### src/rtl/nand_gate_tester_pkg.sv
// Shared types for the NAND gate tester: FSM state encoding.
// Imported by the tester top and the vector generator.
package nand_gate_tester_pkg;

    typedef enum logic [1:0] {
        ST_IDLE  = 2'd0,
        ST_APPLY = 2'd1,
        ST_CHECK = 2'd2,
        ST_DONE  = 2'd3
    } state_t;

endpackage

### src/rtl/nand_vec_gen.sv
// Vector counter with terminal-count flag and per-channel stimulus build (ROTATE_EN rotates per channel).
// Latency: stim/last are combinational from the registered counter; clr/inc take effect next edge.
// Backpressure: none; the counter advances only when the sequencer asserts inc.
module nand_vec_gen
    import nand_gate_tester_pkg::*;
#(
    parameter int CHANNELS = 2,
    parameter int INPUTS   = 4
) (
    input  logic                         clk,
    input  logic                         rst_n,
    input  logic                         clr,
    input  logic                         inc,
    output logic [INPUTS-1:0]            vec,
    output logic                         last,
    output logic [CHANNELS*INPUTS-1:0]   stim
);

    localparam int unsigned TERM_I = (1 << INPUTS) - 1;
    localparam logic [INPUTS:0] TERM = TERM_I[INPUTS:0];

    // One spare bit so the terminal count never aliases with a wrapped zero.
    logic [INPUTS:0] cnt;

    always_ff @(posedge clk or negedge rst_n) begin
        if (!rst_n) begin
            cnt <= '0;
        end else if (clr) begin
            cnt <= '0;
        end else if (inc) begin
            cnt <= cnt + 1'b1;
        end
    end

    assign vec  = cnt[INPUTS-1:0];
    assign last = (cnt == TERM);

    for (genvar k = 0; k < CHANNELS; k++) begin : g_chan
        localparam int ROT = k % INPUTS;
        for (genvar i = 0; i < INPUTS; i++) begin : g_bit
`ifdef ROTATE_EN
            assign stim[k*INPUTS + ((i + ROT) % INPUTS)] = vec[i];
`else
            assign stim[k*INPUTS + i] = vec[i];
`endif
        end
    end

endmodule

### src/rtl/nand_gate_tester.sv
// Exhaustive NAND bank tester: sequences all input vectors, compares outputs, reports per-channel results.
// Latency: 2^INPUTS*(SETTLE+1) cycles from start to the done pulse; optional ROTATE_EN macro rotates stimulus per channel.
// Backpressure: none; start is only honoured when idle (or on the done cycle), otherwise ignored.
module nand_gate_tester
    import nand_gate_tester_pkg::*;
#(
    parameter int CHANNELS = 2,
    parameter int INPUTS   = 4,
    parameter int SETTLE   = 2
) (
    input  logic                         clk,
    input  logic                         rst_n,
    input  logic                         start,
    input  logic [CHANNELS-1:0]          resp,
    output logic [CHANNELS*INPUTS-1:0]   stim,
    output logic                         busy,
    output logic                         done,
    output logic                         pass,
    output logic [CHANNELS-1:0]          fail_chan,
    output logic [INPUTS-1:0]            fail_vec
);

    localparam int SW = (SETTLE > 1) ? $clog2(SETTLE) : 1;
    localparam logic [SW-1:0] SETTLE_LAST = SW'(SETTLE - 1);

    state_t                       state;
    logic [SW-1:0]                settle_cnt;
    logic [INPUTS-1:0]            vec;
    logic                         vec_last;
    logic [CHANNELS*INPUTS-1:0]   gen_stim;
    logic [CHANNELS-1:0]          expected;
    logic [CHANNELS-1:0]          mism;
    logic                         begin_run;
    logic                         vec_inc;

    // A held start re-launches straight out of DONE so back-to-back runs have no idle gap.
    assign begin_run = start && ((state == ST_IDLE) || (state == ST_DONE));
    assign vec_inc   = (state == ST_CHECK) && !vec_last;

    nand_vec_gen #(
        .CHANNELS (CHANNELS),
        .INPUTS   (INPUTS)
    ) u_vec_gen (
        .clk   (clk),
        .rst_n (rst_n),
        .clr   (begin_run),
        .inc   (vec_inc),
        .vec   (vec),
        .last  (vec_last),
        .stim  (gen_stim)
    );

    for (genvar k = 0; k < CHANNELS; k++) begin : g_exp
        assign expected[k] = ~&gen_stim[k*INPUTS +: INPUTS];
    end

    assign mism = resp ^ expected;
    assign stim = busy ? gen_stim : '0;

    always_ff @(posedge clk or negedge rst_n) begin
        if (!rst_n) begin
            state      <= ST_IDLE;
            settle_cnt <= '0;
            busy       <= 1'b0;
            done       <= 1'b0;
            pass       <= 1'b0;
            fail_chan  <= '0;
            fail_vec   <= '0;
        end else if (begin_run) begin
            state      <= ST_APPLY;
            settle_cnt <= '0;
            busy       <= 1'b1;
            done       <= 1'b0;
            pass       <= 1'b0;
            fail_chan  <= '0;
            fail_vec   <= '0;
        end else begin
            case (state)
                ST_IDLE: begin
                    done <= 1'b0;
                end
                ST_APPLY: begin
                    if (settle_cnt == SETTLE_LAST) begin
                        settle_cnt <= '0;
                        state      <= ST_CHECK;
                    end else begin
                        settle_cnt <= settle_cnt + 1'b1;
                    end
                end
                ST_CHECK: begin
                    fail_chan <= fail_chan | mism;
                    if ((fail_chan == '0) && (mism != '0)) begin
                        fail_vec <= vec;
                    end
                    if (vec_last) begin
                        state <= ST_DONE;
                        done  <= 1'b1;
                        busy  <= 1'b0;
                        pass  <= ~|(fail_chan | mism);
                    end else begin
                        state <= ST_APPLY;
                    end
                end
                ST_DONE: begin
                    done  <= 1'b0;
                    state <= ST_IDLE;
                end
                default: begin
                    state <= ST_IDLE;
                end
            endcase
        end
    end

endmodule
### config.mk
export PLATFORM = sky130hd
export DESIGN_NAME = nand_gate_tester
export DESIGN_NICKNAME = d
export VERILOG_FILES = /design/src/rtl/nand_gate_tester_pkg.sv /design/src/rtl/nand_vec_gen.sv /design/src/rtl/nand_gate_tester.sv
export SDC_FILE = /design/constraint.sdc
export NUM_CORES = 1
export LEC_CHECK = 0
export CORE_UTILIZATION = 55
export DETAILED_ROUTE_END_ITERATION = 10
export DONT_BUFFER_PORTS = 1
export MAX_ROUTING_LAYER = met4
export PLACE_DENSITY = 0.67
export SYNTH_ARGS = -nofsm -noshare
export SYNTH_HDL_FRONTEND = slang
export SYNTH_SLANG_ARGS = --single-unit
### constraint.sdc
create_clock -name clk -period 2.3 [get_ports clk]
set_input_delay 0.23 -clock clk [delete_from_list [all_inputs] [get_ports clk]]
set_output_delay 0.23 -clock clk [all_outputs]
set_load 0.01 [all_outputs]
==> flow_summary.ini <==
[setup_path]
critPathSlowestCell = dfrtp_1
crit_chain = ha_1, nand3_4, inv_1, ha_1, nor2b_1, buf_4, nand4_1, xor2_1, nor2_1
critPathLaunchType = register
endpoint_kind = register
required_ns = 2.52
slowest_delay_ns = 0.44
r2r_slack_ns = 0.47
cp_common_cell = ha_1
path_delay_family = adder cells
critPathBufInv = 2
crit_type = reg2reg
cp_max_fo = 7
arrival_ns = 2.05

[clock_network]
clk_latency_ns = 0.28
ctsResizeCount = 0
clockBufferDepth = 2
tritoncts = done
clk_pin_slew_ns = 0.09
clkSinkCount = 17
cts_inserted_buffers = 3
post-cts-setup-buffer-count = 0
cts.htree.levels = 1
hold_buffers = 1
cts_root_buf = clkbuf_4

[power]
switching_power_w = 0.000487
power.total_w = 0.00115
combPwrFrac = 0.436
vdd_drop_max_uv = 899
switching_share = 0.423
intPower_w = 0.000663
pwr-share-clk = 0.134
leakagePower_nw = 0.444
p_seq_frac = 0.430
p_per_area_nw_per_um2 = 1180

[logic_synthesis]
synthesis.area_um2 = 943
ys_warn_count = 0
seq_area_frac_synth = 0.451
synth_cell_types = 24
syn_area_per_cell_um2 = 9.53
syn-instance-count = 99
syn-num-nets = 110
ys_ff_latch = 17

[min_path]
hold_class = in2reg

[status]
status = complete, but fails checks
violations = DRC

[cells_and_area]
multi_input_comb_area_um2 = 454
layout.area.seq_um2 = 425
syn2layout_area_growth_pct = 3.18
mostFrequentLayoutCells = dfrtp_1, nor2_1, a21oi_1
drive_above_1_share = 0.100
final_common_cell = dfrtp_1
postLayoutCellArea_um2 = 973
layout.cells.non_filler = 116
fin_util = 0.624
fin_nets = 112
diodes = 0
fillerInstances = 136

[global_route]
grt_pass1_vias = 638
grt_first_pass_wirelength_um = 2620
antenna_found_initial = 0
grt_max_degree = 18
grt_usage = 0.198
grt-ovfl-total = 0

[sta]
setup_tns_ns = 0
rsz0062_at_grt = false
tightest_slew_ns = 0.745
maxSlewViolCount = 0
finalSetupViolations = 0
finalCritPeriodShare = 0.796
hold_viol_final = 0
fin_crit_ns = 1.83
max_freq_ghz = 0.546
fin_skew_ns = 0.00119
relSlewSlack = 0.502

[detailed_routing]
remaining_drc_errors = 6
avgRoutedWirePerCell_um = 13.5
drt-total-wl_um = 1570
routed_via_density = 5.64
antenna_left = 0
via_count = 654
drt-initial-drc-count = 14
firstDrtPassIters = 7

[flow_run]
cap_violations = 0

[die]
die_w_um = 43.4
core_um2 = 1560
io_pins = 22
die_h_um = 43.4
initial_core_util = 0.605
die-area_um2 = 1880
row_count = 14

[placed_design]
dp_hpwl_um = 1190
dpl-instance-area_um2 = 937
dp_cells = 111
port_buffers = 0
gp_congestion = 0.762
-- cell usage after synthesis --
| cell type | number | area share |
|---|---|---|
| a211oi_1 | 1 | 0.0080 |
| a21oi_1 | 10 | 0.053 |
| and2_0 | 1 | 0.0066 |
| and2_1 | 3 | 0.020 |
| and2_2 | 1 | 0.0080 |
| buf_4 | 5 | 0.040 |
| clkbuf_1 | 1 | 0.0040 |
| dfrtp_1 | 17 | 0.45 |
| ha_1 | 6 | 0.080 |
| inv_1 | 6 | 0.024 |
| mux2_2 | 1 | 0.012 |
| mux2i_1 | 1 | 0.011 |
| mux2i_4 | 1 | 0.024 |
| nand2_1 | 8 | 0.032 |
| nand3_1 | 5 | 0.027 |
| nand3_4 | 1 | 0.019 |
| nand4_1 | 2 | 0.013 |
| nor2_1 | 10 | 0.040 |
| nor2b_1 | 3 | 0.020 |
| nor3_1 | 1 | 0.0053 |
| o21ai_0 | 8 | 0.042 |
| or2_2 | 1 | 0.0066 |
| xnor2_1 | 2 | 0.019 |
| xor2_1 | 4 | 0.037 |
-- cell families after synthesis --
logic type | after synthesis | share of synthesized area
flops | 17 | 0.451
fa+ha+maj | 6 | 0.0796
simple gates | 36 | 0.196
compound gates | 19 | 0.103
mux | 3 | 0.0464
xor+xnor | 6 | 0.0557
buf+inv | 12 | 0.0676
-- per-layer routing --
metal / part of all wire / up-vias / global-route usage
met4: 0.013 / 0 / 0.119
li1: - / 329 / -
met3: 0.033 / 4 / 0.0292
met2: 0.46 / 14 / 0.291
met1: 0.49 / 307 / 0.260
met5: 0 / - / -
-- area by class of cell --
type | count | area share
Inverter | 6 | 0.0231
Tap cell | 16 | 0.0206
Clock buffer | 4 | 0.0270
Multi-Input combinational cell | 70 | 0.467
Sequential cell | 17 | 0.437
Timing Repair Buffer | 3 | 0.0257
-- final timing paths --
| kind | startpoint | end | cells after the start |
|---|---|---|---|
| min reg2reg | settle_cnt$_DFFE_PN0P_ | settle_cnt$_DFFE_PN0P_ | 2 |
| max | u_vec_gen.cnt[0]$_DFFE_PN0P_ | u_vec_gen.cnt[3]$_DFFE_PN0P_ | 9 |
| min in group asynchronous | rst_n | pass$_DFFE_PN0P_ | 1 |
| max in group asynchronous | rst_n | done$_DFFE_PN0P_ | 1 |
| max reg2reg | u_vec_gen.cnt[0]$_DFFE_PN0P_ | u_vec_gen.cnt[3]$_DFFE_PN0P_ | 9 |
| min | start | busy$_DFFE_PN0P_ | 2 |
-- through the flow --
stage	hold WS (ns)	setup WS (ns)
finish	0.102	0.469
global route	0.101	0.325
CTS	0.0980	0.457
detailed placement	-0.0652	0.478
global placement	-0.0652	0.541
floorplan	-0.0656	0.584
-- worst register-to-register path, cell delays in order (launching register included) --
cell     delay [ns]
dfrtp_1        0.44
ha_1           0.27
nand3_4        0.15
inv_1          0.06
ha_1           0.23
nor2b_1        0.12
buf_4          0.16
nand4_1        0.11
xor2_1         0.15
nor2_1         0.08
-- power groups by stage --
| stage | logic [W] | clock network [W] | registers (W) |
|---|---|---|---|
| after detailed placement | 0.000498 | 0 | 0.000502 |
| after CTS | 0.000509 | 0.000160 | 0.000496 |
| after global placement | 0.000493 | 0 | 0.000499 |
| final | 0.000501 | 0.000155 | 0.000494 |
| after floorplan | 0.000430 | 0 | 0.000481 |
| after global routing | 0.000577 | 0.000172 | 0.000506 |
-- sequential cells by signal (all words and copies together), names as in the netlist --
name and cells:
u_vec_gen.cnt 5, state 2, fail_chan 2, done 1, pass 1, busy 1, fail_vec 4, settle_cnt 1
Note: power is estimated with default switching activity, not from simulation.
